`src/rtl/sqrt_sched_pkg.sv`:
```
// Shared definitions for the sqrt scheduler: FSM encoding, default sizing and an index-width helper.
package sqrt_sched_pkg;

  localparam int DEF_N_REQ = 4;
  localparam int DEF_IN_W  = 17;
  localparam int DEF_OUT_W = 13;
  localparam int DEF_LAT   = 13;

  typedef enum logic [1:0] {
    ST_IDLE  = 2'd0,
    ST_RUN   = 2'd1,
    ST_DRAIN = 2'd2
  } state_t;

  // A single requester still needs a 1-bit index so vectors never collapse to zero width.
  function automatic int idx_w(input int n);
    return (n > 1) ? $clog2(n) : 1;
  endfunction

endpackage

```
`src/rtl/sqrt_sched_if.sv`:
```
// Requester-side bus of the sqrt scheduler: radicand request handshake and one-hot result strobe.
interface sqrt_sched_if import sqrt_sched_pkg::*; #(
  parameter int N_REQ = DEF_N_REQ,
  parameter int IN_W  = DEF_IN_W,
  parameter int OUT_W = DEF_OUT_W
);

  logic [N_REQ-1:0]           req_valid;
  logic [N_REQ-1:0][IN_W-1:0] req_data;
  logic [N_REQ-1:0]           req_ready;
  logic [N_REQ-1:0]           rsp_valid;
  logic [OUT_W-1:0]           rsp_data;

  modport master (
    output req_valid, req_data,
    input  req_ready, rsp_valid, rsp_data
  );

  modport slave (
    input  req_valid, req_data,
    output req_ready, rsp_valid, rsp_data
  );

endinterface

```
`src/rtl/sqrt_sched_rr_arbiter.sv`:
```
// Round-robin grant: picks the first valid requester at or after the pointer, purely combinational.
module rr_arbiter import sqrt_sched_pkg::*; #(
  parameter  int N_REQ = DEF_N_REQ,
  localparam int PTR_W = idx_w(N_REQ)
) (
  input  logic [N_REQ-1:0] req,
  input  logic [PTR_W-1:0] ptr,
  output logic [N_REQ-1:0] grant
);

  int   idx;
  logic found;

  always_comb begin
    grant = '0;
    found = 1'b0;
    idx   = 0;
    for (int off = 0; off < N_REQ; off++) begin
      idx = int'(ptr) + off;
      if (idx >= N_REQ) idx = idx - N_REQ;
      if (!found && req[idx[PTR_W-1:0]]) begin
        grant[idx[PTR_W-1:0]] = 1'b1;
        found = 1'b1;
      end
    end
  end

endmodule

```
`src/rtl/sqrt_sched.sv`:
```
// Shares one external pipelined sqrt unit among N_REQ requesters with round-robin issue and flush/drain.
// Optional per-requester issue counters (stat_cnt) are built only when SQRT_SCHED_STATS_EN is defined.
//
// state    | meaning
// IDLE     | nothing issuing, waiting for a valid request
// RUN      | issuing one request per cycle, results retiring
// DRAIN    | flush held: no issue, waiting for in-flight results to retire
module sqrt_sched import sqrt_sched_pkg::*; #(
  parameter  int N_REQ = DEF_N_REQ,
  parameter  int IN_W  = DEF_IN_W,
  parameter  int OUT_W = DEF_OUT_W,
  parameter  int LAT   = DEF_LAT,
  localparam int TAG_W = idx_w(N_REQ),
  localparam int IF_W  = $clog2(LAT + 2)
) (
  input  logic             clk,
  input  logic             rst,
  sqrt_sched_if.slave      bus,
  input  logic             flush,
  output logic             flush_done,
  output logic [IN_W-1:0]  sqrt_in,
  input  logic [OUT_W-1:0] sqrt_out,
  output logic [IF_W-1:0]  in_flight
`ifdef SQRT_SCHED_STATS_EN
  ,
  output logic [N_REQ-1:0][15:0] stat_cnt
`endif
);

  localparam logic [IF_W-1:0]  IF_ONE   = 1;
  localparam logic [TAG_W-1:0] TAG_ONE  = 1;
  localparam logic [TAG_W-1:0] TAG_LAST = TAG_W'(N_REQ - 1);

  state_t           state, state_nxt;
  logic [TAG_W-1:0] ptr;
  logic [TAG_W-1:0] grant_idx;
  logic [N_REQ-1:0] grant;
  logic             issue_en;
  logic             issue;
  logic             retire;

  // Stage 0 lines up with sqrt_in, stage LAT with sqrt_out.
  logic             pipe_v   [0:LAT];
  logic [TAG_W-1:0] pipe_tag [0:LAT];

  rr_arbiter #(.N_REQ(N_REQ)) u_arb (
    .req   (bus.req_valid),
    .ptr   (ptr),
    .grant (grant)
  );

  assign bus.req_ready = issue_en ? grant : '0;
  assign issue         = |(bus.req_valid & bus.req_ready);
  assign retire        = pipe_v[LAT];

  always_comb begin
    grant_idx = '0;
    for (int i = 0; i < N_REQ; i++) begin
      if (grant[i]) grant_idx = TAG_W'(i);
    end
  end

  always_ff @(posedge clk or posedge rst) begin
    if (rst) state <= ST_IDLE;
    else     state <= state_nxt;
  end

  always_comb begin
    state_nxt  = state;
    issue_en   = 1'b0;
    flush_done = 1'b0;
    case (state)
      ST_IDLE: begin
        issue_en = !flush;
        if (|bus.req_valid && !flush) state_nxt = ST_RUN;
      end
      ST_RUN: begin
        issue_en = !flush;
        if (flush)                                     state_nxt = ST_DRAIN;
        else if (!(|bus.req_valid) && in_flight == '0) state_nxt = ST_IDLE;
      end
      ST_DRAIN: begin
        flush_done = flush && (in_flight == '0);
        if (in_flight == '0 && !flush) state_nxt = ST_IDLE;
      end
      default: state_nxt = ST_IDLE;
    endcase
  end

  always_ff @(posedge clk or posedge rst) begin
    if (rst) begin
      ptr           <= '0;
      sqrt_in       <= '0;
      bus.rsp_data  <= '0;
      bus.rsp_valid <= '0;
      in_flight     <= '0;
      for (int k = 0; k <= LAT; k++) begin
        pipe_v[k]   <= 1'b0;
        pipe_tag[k] <= '0;
      end
    end else begin
      if (issue) begin
        sqrt_in <= bus.req_data[grant_idx];
        ptr     <= (grant_idx == TAG_LAST) ? '0 : grant_idx + TAG_ONE;
      end
      pipe_v[0]   <= issue;
      pipe_tag[0] <= grant_idx;
      for (int k = 1; k <= LAT; k++) begin
        pipe_v[k]   <= pipe_v[k-1];
        pipe_tag[k] <= pipe_tag[k-1];
      end
      bus.rsp_valid <= '0;
      if (retire) begin
        bus.rsp_valid[pipe_tag[LAT]] <= 1'b1;
        bus.rsp_data                 <= sqrt_out;
      end
      case ({issue, retire})
        2'b10:   in_flight <= in_flight + IF_ONE;
        2'b01:   in_flight <= in_flight - IF_ONE;
        default: in_flight <= in_flight;
      endcase
    end
  end

`ifdef SQRT_SCHED_STATS_EN
  always_ff @(posedge clk or posedge rst) begin
    if (rst) begin
      stat_cnt <= '0;
    end else begin
      for (int i = 0; i < N_REQ; i++) begin
        if (issue && grant[i] && stat_cnt[i] != 16'hFFFF) stat_cnt[i] <= stat_cnt[i] + 16'd1;
      end
    end
  end
`else
  // Statistics counters are not built in this configuration.
`endif

endmodule

```
`src/flat_wrapper.sv`:
```
// flat-port wrapper written by rule: the top's interface ports become plain ports
module sqrt_sched_flat import sqrt_sched_pkg::*;
#(
  parameter  int N_REQ = DEF_N_REQ,
  parameter  int IN_W  = DEF_IN_W,
  parameter  int OUT_W = DEF_OUT_W,
  parameter  int LAT   = DEF_LAT,
  localparam int TAG_W = idx_w(N_REQ),
  localparam int IF_W  = $clog2(LAT + 2)
)
  (clk, rst, flush, flush_done, sqrt_in, sqrt_out, in_flight, bus_req_valid, bus_req_data, bus_req_ready, bus_rsp_valid, bus_rsp_data);
  sqrt_sched_if #(.N_REQ(N_REQ), .IN_W(IN_W), .OUT_W(OUT_W)) bus_i ();
  input  logic clk;
  input  logic rst;
  input  logic flush;
  output logic flush_done;
  output logic [IN_W-1:0] sqrt_in;
  input  logic [OUT_W-1:0] sqrt_out;
  output logic [IF_W-1:0] in_flight;
  input wire logic [$bits(bus_i.req_valid)-1:0] bus_req_valid;
  input wire logic [$bits(bus_i.req_data)-1:0] bus_req_data;
  output wire logic [$bits(bus_i.req_ready)-1:0] bus_req_ready;
  output wire logic [$bits(bus_i.rsp_valid)-1:0] bus_rsp_valid;
  output wire logic [$bits(bus_i.rsp_data)-1:0] bus_rsp_data;
  assign bus_i.req_valid = bus_req_valid;
  assign bus_i.req_data = bus_req_data;
  assign bus_req_ready = bus_i.req_ready;
  assign bus_rsp_valid = bus_i.rsp_valid;
  assign bus_rsp_data = bus_i.rsp_data;
  sqrt_sched #(.N_REQ(N_REQ), .IN_W(IN_W), .OUT_W(OUT_W), .LAT(LAT)) u_core (.clk(clk), .rst(rst), .bus(bus_i), .flush(flush), .flush_done(flush_done), .sqrt_in(sqrt_in), .sqrt_out(sqrt_out), .in_flight(in_flight));
endmodule
```
`config.mk`:
```
export PLATFORM = sky130hd
export DESIGN_NAME = sqrt_sched_flat
export DESIGN_NICKNAME = d
export VERILOG_FILES = /design/src/rtl/sqrt_sched_pkg.sv /design/src/rtl/sqrt_sched_if.sv /design/src/rtl/sqrt_sched_rr_arbiter.sv /design/src/rtl/sqrt_sched.sv /design/src/flat_wrapper.sv
export SDC_FILE = /design/constraint.sdc
export NUM_CORES = 1
export LEC_CHECK = 0
export BUFFER_PORTS_ARGS = -buffer_cell sky130_fd_sc_hd__buf_2
export CAP_MARGIN = 20
export CORE_MARGIN = 3
export CORE_UTILIZATION = 30
export DETAILED_ROUTE_END_ITERATION = 10
export PLACE_DENSITY = 0.51
export SLEW_MARGIN = 20
export SYNTH_ARGS = -nofsm -noshare
export SYNTH_HDL_FRONTEND = slang
export SYNTH_SLANG_ARGS = --single-unit
```
`constraint.sdc`:
```
create_clock -name clk -period 5.2 [get_ports clk]
set_input_delay 1.56 -clock clk [delete_from_list [all_inputs] [get_ports clk]]
set_output_delay 1.56 -clock clk [all_outputs]
set_load 0.005 [all_outputs]
```
## Word level (Yosys, flattened, before mapping)

Cells that the tools add are included.

- Flip-flop bits (word level): 84
- Bits in latches: 0
- RAM bits: 0
- Memory bits (read-only): 0
- Input bits: 88
- Output and inout port bits: 43
- Word-level logic and storage cells: 140
- Memories kept: 0

- Add/subtract/negate cells: 10
- Multiply operators: 0
- Div/mod/pow operators: 0
- $lt $le $gt $ge: 15
- Equal/unequal tests: 8
- Shift operators: 0
- Mux-type cells: 45
- Bitwise operators: 4
- Reductions and logical operators: 24

Operators by type and width:

| cell | count |
|---|---|
| $bmux 17 s2 | 1 |
| $mux 4 | 6 |
| $mux 2 | 11 |
| $lt 2x3->1 const B | 6 |
| $mux 17 | 1 |
| $mux 1 | 15 |
| $logic_and 1x1->1 | 12 |
| $or 4x4->4 | 3 |
| $demux 1 s2 | 5 |
| $ge 2x1->1 const B | 5 |
| $ge 3x3->1 const B | 3 |
| $bmux 1 s2 | 4 |
| $pmux 4 s2 | 1 |
| $reduce_or 4->1 | 2 |
| $sub 2x1->2 const B | 4 |
| $add 2x2->3 const B | 2 |
| $eq 2x2->1 const B | 3 |
| $pmux 2 s3 | 1 |
| $logic_not 1->1 | 5 |
| $add 4x1->4 const B | 1 |
| $and 4x4->4 | 1 |
| $eq 2x1->1 const B | 2 |
| $logic_not 4->1 | 1 |
| $ne 2x1->1 const B | 2 |
| 9 further kinds | 9 |

## Depth between registers and ports, before layout

- Depth after elaboration: 19
- Gate-level depth with buffers: 18

## Modules after synthesis

Synthesis repeated with hierarchy kept, for this count alone.

- Cells, all modules: 284
- Area, all modules: 3749.8 um^2

By module, submodules not included:

| module | instances | cells each | area each (um^2) | sequential area each (um^2) |
|---|---|---|---|---|
| sqrt_sched | 1 | 254 | 3447.1 | 2102.0 |
| rr_arbiter | 1 | 30 | 302.8 | 0.0 |

## Worst setup path after synthesis

OpenSTA, ideal clock, no wires.

- Path kind: input -> register
- From: input bus_req_valid[3]
- To: register u_core.in_flight[3]
- Data arrival time: 4.531 ns
- Path slack: 0.544 ns
- Stages on the path: 15
- Buffers on the path: 1
- Cells stage by stage: mux4_1 nand3b_1 a22o_1 nand2_1 a222oi_1 a211oi_2 buf_6 inv_1 ha_1 ha_1 a21o_1 a21oi_1 xnor2_1 nor2_1 xor2_1

- Cells in the longest elaborated chain, start to end: 17

Ends and longest elaborated chain:

| item | line | RTL |
|---|---|---|
| start, declared | flat_wrapper.sv:20 | `input wire logic [$bits(bus_i.req_valid)-1:0] bus_req_valid;` |
| $bmux 1 s2 | sqrt_sched_rr_arbiter.sv:21 | `if (!found && req[idx[PTR_W-1:0]]) begin` |
| $mux 1 (not written as such) | sqrt_sched_rr_arbiter.sv:21 |  |
| $mux 1 | sqrt_sched_rr_arbiter.sv:21 |  |
| $logic_not 1->1 | sqrt_sched_rr_arbiter.sv:21 |  |
| $logic_and 1x1->1 | sqrt_sched_rr_arbiter.sv:21 |  |
| $mux 1 | sqrt_sched_rr_arbiter.sv:21 |  |
| $logic_not 1->1 | sqrt_sched_rr_arbiter.sv:21 |  |
| $logic_and 1x1->1 | sqrt_sched_rr_arbiter.sv:21 |  |
| [... 2 more ...] | n/a |  |
| $logic_and 1x1->1 | sqrt_sched_rr_arbiter.sv:21 |  |
| $mux 4 | sqrt_sched_rr_arbiter.sv:21 |  |
| $mux 4 | sqrt_sched.sv:52 | `assign bus.req_ready = issue_en ? grant : '0;` |
| $and 4x4->4 * | sqrt_sched.sv:53 | `assign issue = \|(bus.req_valid & bus.req_ready);` |
| $reduce_or 4->1 * | sqrt_sched.sv:53 |  |
| via u_core.issue | sqrt_sched.sv:39 | `logic issue;` |
| $eq 2x1->1 or $eq 2x2->1 (tied branches) | sqrt_sched.sv:117 | `case ({issue, retire})` |
| $pmux 4 s2 or $reduce_bool 2->1 (tied branches) | n/a |  |
| end signal, assigned | sqrt_sched.sv:118 | `2'b10: in_flight <= in_flight + IF_ONE;` |
| end signal, assigned | sqrt_sched.sv:119 | `2'b01: in_flight <= in_flight - IF_ONE;` |
| end signal, assigned | sqrt_sched.sv:120 | `default: in_flight <= in_flight;` |
| end, declared | sqrt_sched.sv:23 | `output logic [IF_W-1:0] in_flight` |

Mark *: on every way through the listed nets, which the timed path passes. The rest lies on a longest branch. The select of a mux whose other input is x is not followed.
A chain may end at the register's enable or synchronous reset.

## Worst setup path in the final report

- From: input bus_req_valid[3]
- To: output bus_req_ready[1]

- Cells in the longest elaborated chain, start to end: 13

Ends and longest elaborated chain:

| item | line | RTL |
|---|---|---|
| $bmux 1 s2 | sqrt_sched_rr_arbiter.sv:21 |  |
| $mux 1 (not written as such) | sqrt_sched_rr_arbiter.sv:21 |  |
| $mux 1 | sqrt_sched_rr_arbiter.sv:21 |  |
| $logic_not 1->1 | sqrt_sched_rr_arbiter.sv:21 |  |
| $logic_and 1x1->1 | sqrt_sched_rr_arbiter.sv:21 |  |
| $mux 1 | sqrt_sched_rr_arbiter.sv:21 |  |
| $logic_not 1->1 | sqrt_sched_rr_arbiter.sv:21 |  |
| $logic_and 1x1->1 | sqrt_sched_rr_arbiter.sv:21 |  |
| $mux 1 | sqrt_sched_rr_arbiter.sv:21 |  |
| $logic_not 1->1 | sqrt_sched_rr_arbiter.sv:21 |  |
| $logic_and 1x1->1 | sqrt_sched_rr_arbiter.sv:21 |  |
| $mux 4 * | sqrt_sched_rr_arbiter.sv:21 |  |
| $mux 4 * | sqrt_sched.sv:52 |  |
| end, declared | flat_wrapper.sv:22 | `output wire logic [$bits(bus_i.req_ready)-1:0] bus_req_ready;` |

Mark *: on every way between the ends. The rest lies on a longest branch, timed or not. The select of a mux whose other input is x is not followed.

==> results.md <==
Die:
- The number of placement rows is 40.
- The floorplan die height is 118 µm.
- The die covers 13,900 µm².
- For this design the top-level I/O count stands at 131.
- The initial core utilization is 31.0%.
- The floorplan step defined a core boundary enclosing between 10,000 and 15,000 µm².
- The die span in x is between 100 and 150 µm.

Power:
- The maximum vdd drop is 253 µV.
- Power spread over the standard cell area amounts to 667 nW/µm².
- The static leakage is 2.39 nW.

Synthesis:
- The share of the synthesized area in the top cell type is 55.8%.
- Dividing the synthesized area by the synthesized cell count gives 14.2 µm².
- Summing the areas of all xor and xnor instances in the mapped netlist gives 1.16% of the synthesized area.
- After synthesis, the share of cell area in mux cells is 18.3%.
- The synthesis warning total is 0.
- In this run, synthesis inferred 0 flip-flops with an integrated enable.
- The number of nets in the synthesized netlist is 364.
- In this run, synthesis produced a sequential element count of 84.
- The synthesized netlist devotes between 10% and 20% of its cell area to compound gates.
- Sequential cells were found to cover 55.8% of the synthesized design area.
- Ranked by total cell area, the synthesized netlist is headed by dfrtp_1, mux2_2, mux2_4, a221o_1, a21boi_0.
- Synthesis instantiated 45 different standard cells from the library.
- The fraction of registers with async set or reset after synthesis is 100%.
- In the synthesized netlist the dominant register cell turns out to be dfrtp_1.
- The synthesized netlist occupies a cell area of ~3800 µm².
- The largest total area in the synthesized netlist belongs to dfrtp_1.
- Synthesis produced a netlist whose cell count is 266.
- The basic-gate share of the synthesized area counting and, or, nand and nor cells is under 10%.
- The largest family of logic cells by synthesized area is multiplexers.
- The adder-cell share of the synthesized area is 3.52%.

Finish:
- The library cells used most frequently in the layout, excluding fill and tap cells, are buf_2, dfrtp_1, mux2_2.
- Leaving out fill and tap cells, the most frequent cell in the layout is buf_2.
- The number of antenna diodes is 0.
- The number of nets in the finished design is roughly 500.
- From synthesis to final layout, the design area changed by 30.8%.
- The layout has 1,215 filler cells.
- The layout cell share with drive strength beyond 1 is 51.0%.

Drt:
- The remaining routing DRC violations is 0.
- The routed length on met2 is around 3.9 mm.
- After detailed routing, the average wire length per cell comes to 15.1 µm.
- The routed length on met3 is 580 µm.
- Dividing the detail-routed via count by the number of cells gives 4.66.
- The first-pass iteration count of the detailed router is 5.
- The number of nets still failing antenna checks after routing is 0.
- For this block, the routed nets add up to 8.69 mm of wire.
- In this run the top signal layer used is met4.
- The via count of the routed design is 2,675.
- For this block, wires on met1 add up to 4.19 mm.
- The count of routing violations after the opening detailed-route iteration is 121.

Clock tree:
- The clock latency of the later-clocked register in the worst-skew pair is roughly 0.32 ns.
- The post-cts hold buffer count is 0.
- The clock transition at the register clock pins on the worst setup and hold paths after CTS is 0.06 ns.
- The number of cells upsized or downsized after cts is 0.
- Buffers added to address setup during post-CTS repair amount to 0.
- The maximum level of the CTS H-tree is 3.
- The maximum count of clock buffers along a single path is 2.
- Clock tree synthesis found a total of 84 sinks.
- The total clock buffers created by CTS is 9.
- TritonCTS built the clock tree.
- The tree is rooted in a clkbuf_16.

Critical path:
- The beginning of the worst register-to-register path is u_core.ptr[0].
- The arrival time reported for the critical path endpoint is 3.26 ns.
- STA puts the critical path data required time at 3.64 ns.
- The worst-path maximum fanout is 8.
- The classification of the worst setup path is in2out.
- The type of origin of the critical path is an input pin.
- The worst setup path is captured at an output port.
- The critical path starts at bus_req_valid[3].

GRT:
- The first global-routing pass estimated 14.3 mm of wire.
- The overall routing resource usage is 12.7%.
- Entering global routing, the biggest net connects between 50 and 60 pins.
- The via count of the first global-routing pass came to 2,792.
- The initial antenna violation count is 0.
- Summed over all layers, the global routing overflow is 0.

Timing:
- In the post-route analysis, the smallest setup slack over all paths is 0.385 ns.
- The number of slew-limit violations in the final report came to 0.
- The hold violation count in the final report is 0.
- The relative max-transition margin is 41.4%.
- At the pin with the least slew margin, the transition time is 0.878 ns.
- The routed design could run at a clock period as short as 4.82 ns.
- The highest attainable clock frequency is 208 MHz.
- The final total negative setup slack is 0 ns.
- Setup repair after global routing left no endpoint under its margin.
- Setup violations remaining at the end of the flow were counted as 0.
- The period utilization is 92.6%.
- For the final database, setup skew stands at 0.00586 ns.

Worst hold path:
- The startpoint identified for the worst hold timing path is u_core.pipe_v[2].
- The class of the tightest hold or removal check is reg2reg.

Placed design:
- The wire-length estimate of the detail-placed layout is between 6 and 7 mm.
- The last weighted congestion value of the routability-driven placer is 0.843.
- The setup slack after placement is 0.290 ns.
- Input and output buffers added on the ports amount to 130.

Run:
- Max-cap violations in this run came to 0.

Status:
- The run finished with clean final reports.
[registers in the layout, summed over array words and instances (netlist names)]
register / count
u_core.in_flight: 4
u_core.pipe_tag: 28
u_core.retire: 1
u_core.state: 2
u_core.sqrt_in: 17
u_core.pipe_v: 13
u_core.ptr: 2
u_core.bus.rsp_data: 13
u_core.bus.rsp_valid: 4
[Yosys cell counts (all sizes together) (4+ instances only)]
master,instances
nand2,7
ha,9
mux2,47
nor3,6
o21ai,5
nor2,4
buf,6
inv,9
a221o,19
a21boi,17
clkbuf,7
dfrtp,84
[through the flow]
stage	total power [W]	std cells	instance area (µm²)	util (%)	hold WS (ns)
final	0.00329	574	4930	40.5	0.343
after CTS	0.00334	574	4930	40.5	0.346
after detailed placement	0.00270	558	4630	38.1	0.335
after global placement	0.00267	558	4630	38.1	0.332
after floorplan	0.00218	266	3770	-	0.331
after global routing	0.00352	574	4930	40.5	0.352
[cell families after synthesis]
| group | after synthesis |
|---|---|
| AOI/OAI and AO/OA | 56 |
| and+or+nand+nor | 36 |
| adders and majority gates | 10 |
| buffers and inverters | 22 |
| DFF | 84 |
| xor gates and xnor gates | 5 |
| muxes | 53 |
[routing by layer]
metal  vias to the layer above  track usage [%]
met4                         0             3.66
met5                         -                0
li1                       1251                -
met3                         7             3.80
met2                       109             19.5
met1                      1308             17.3
[path summary, 6_finish.rpt]
kind                                           end  depth (start not counted)  slack, ns
min in group asynchronous  u_core.bus.rsp_data[12]                          2       1.39
min                               u_core.pipe_v[1]                          0       0.34
min reg2reg                       u_core.pipe_v[1]                          0       0.34
max reg2reg                    u_core.in_flight[3]                         15       0.84
max                               bus_req_ready[1]                          6       0.38
max in group asynchronous         u_core.pipe_v[2]                          3       2.89
[layout make-up]
cell class / instances / area [µm²] / area share [%]
Clock buffer: 11 / 233 / 4.72
Inverter: 9 / 35.0 / 0.711
Sequential cell: 84 / 2100 / 42.6
Clock inverter: 5 / 62.6 / 1.27
Tap cell: 168 / 210 / 4.26
Multi-Input combinational cell: 160 / 1580 / 32.1
Timing Repair Buffer: 137 / 703 / 14.3
[critical path, stage by stage]
cell     delay (ns)
buf_2          0.14
mux4_1         0.62
a221o_1        0.40
a22oi_1        0.31
nor3_1         0.08
buf_2          0.14
[power by group]
group | internal [W] | switching (W) | leakage [nW]
clock network | 0.000374 | 0.000243 | 0.136
registers | 0.000962 | 0.000173 | 1.03
logic | 0.000814 | 0.000720 | 1.22
Power figures use the tool's default switching activity.
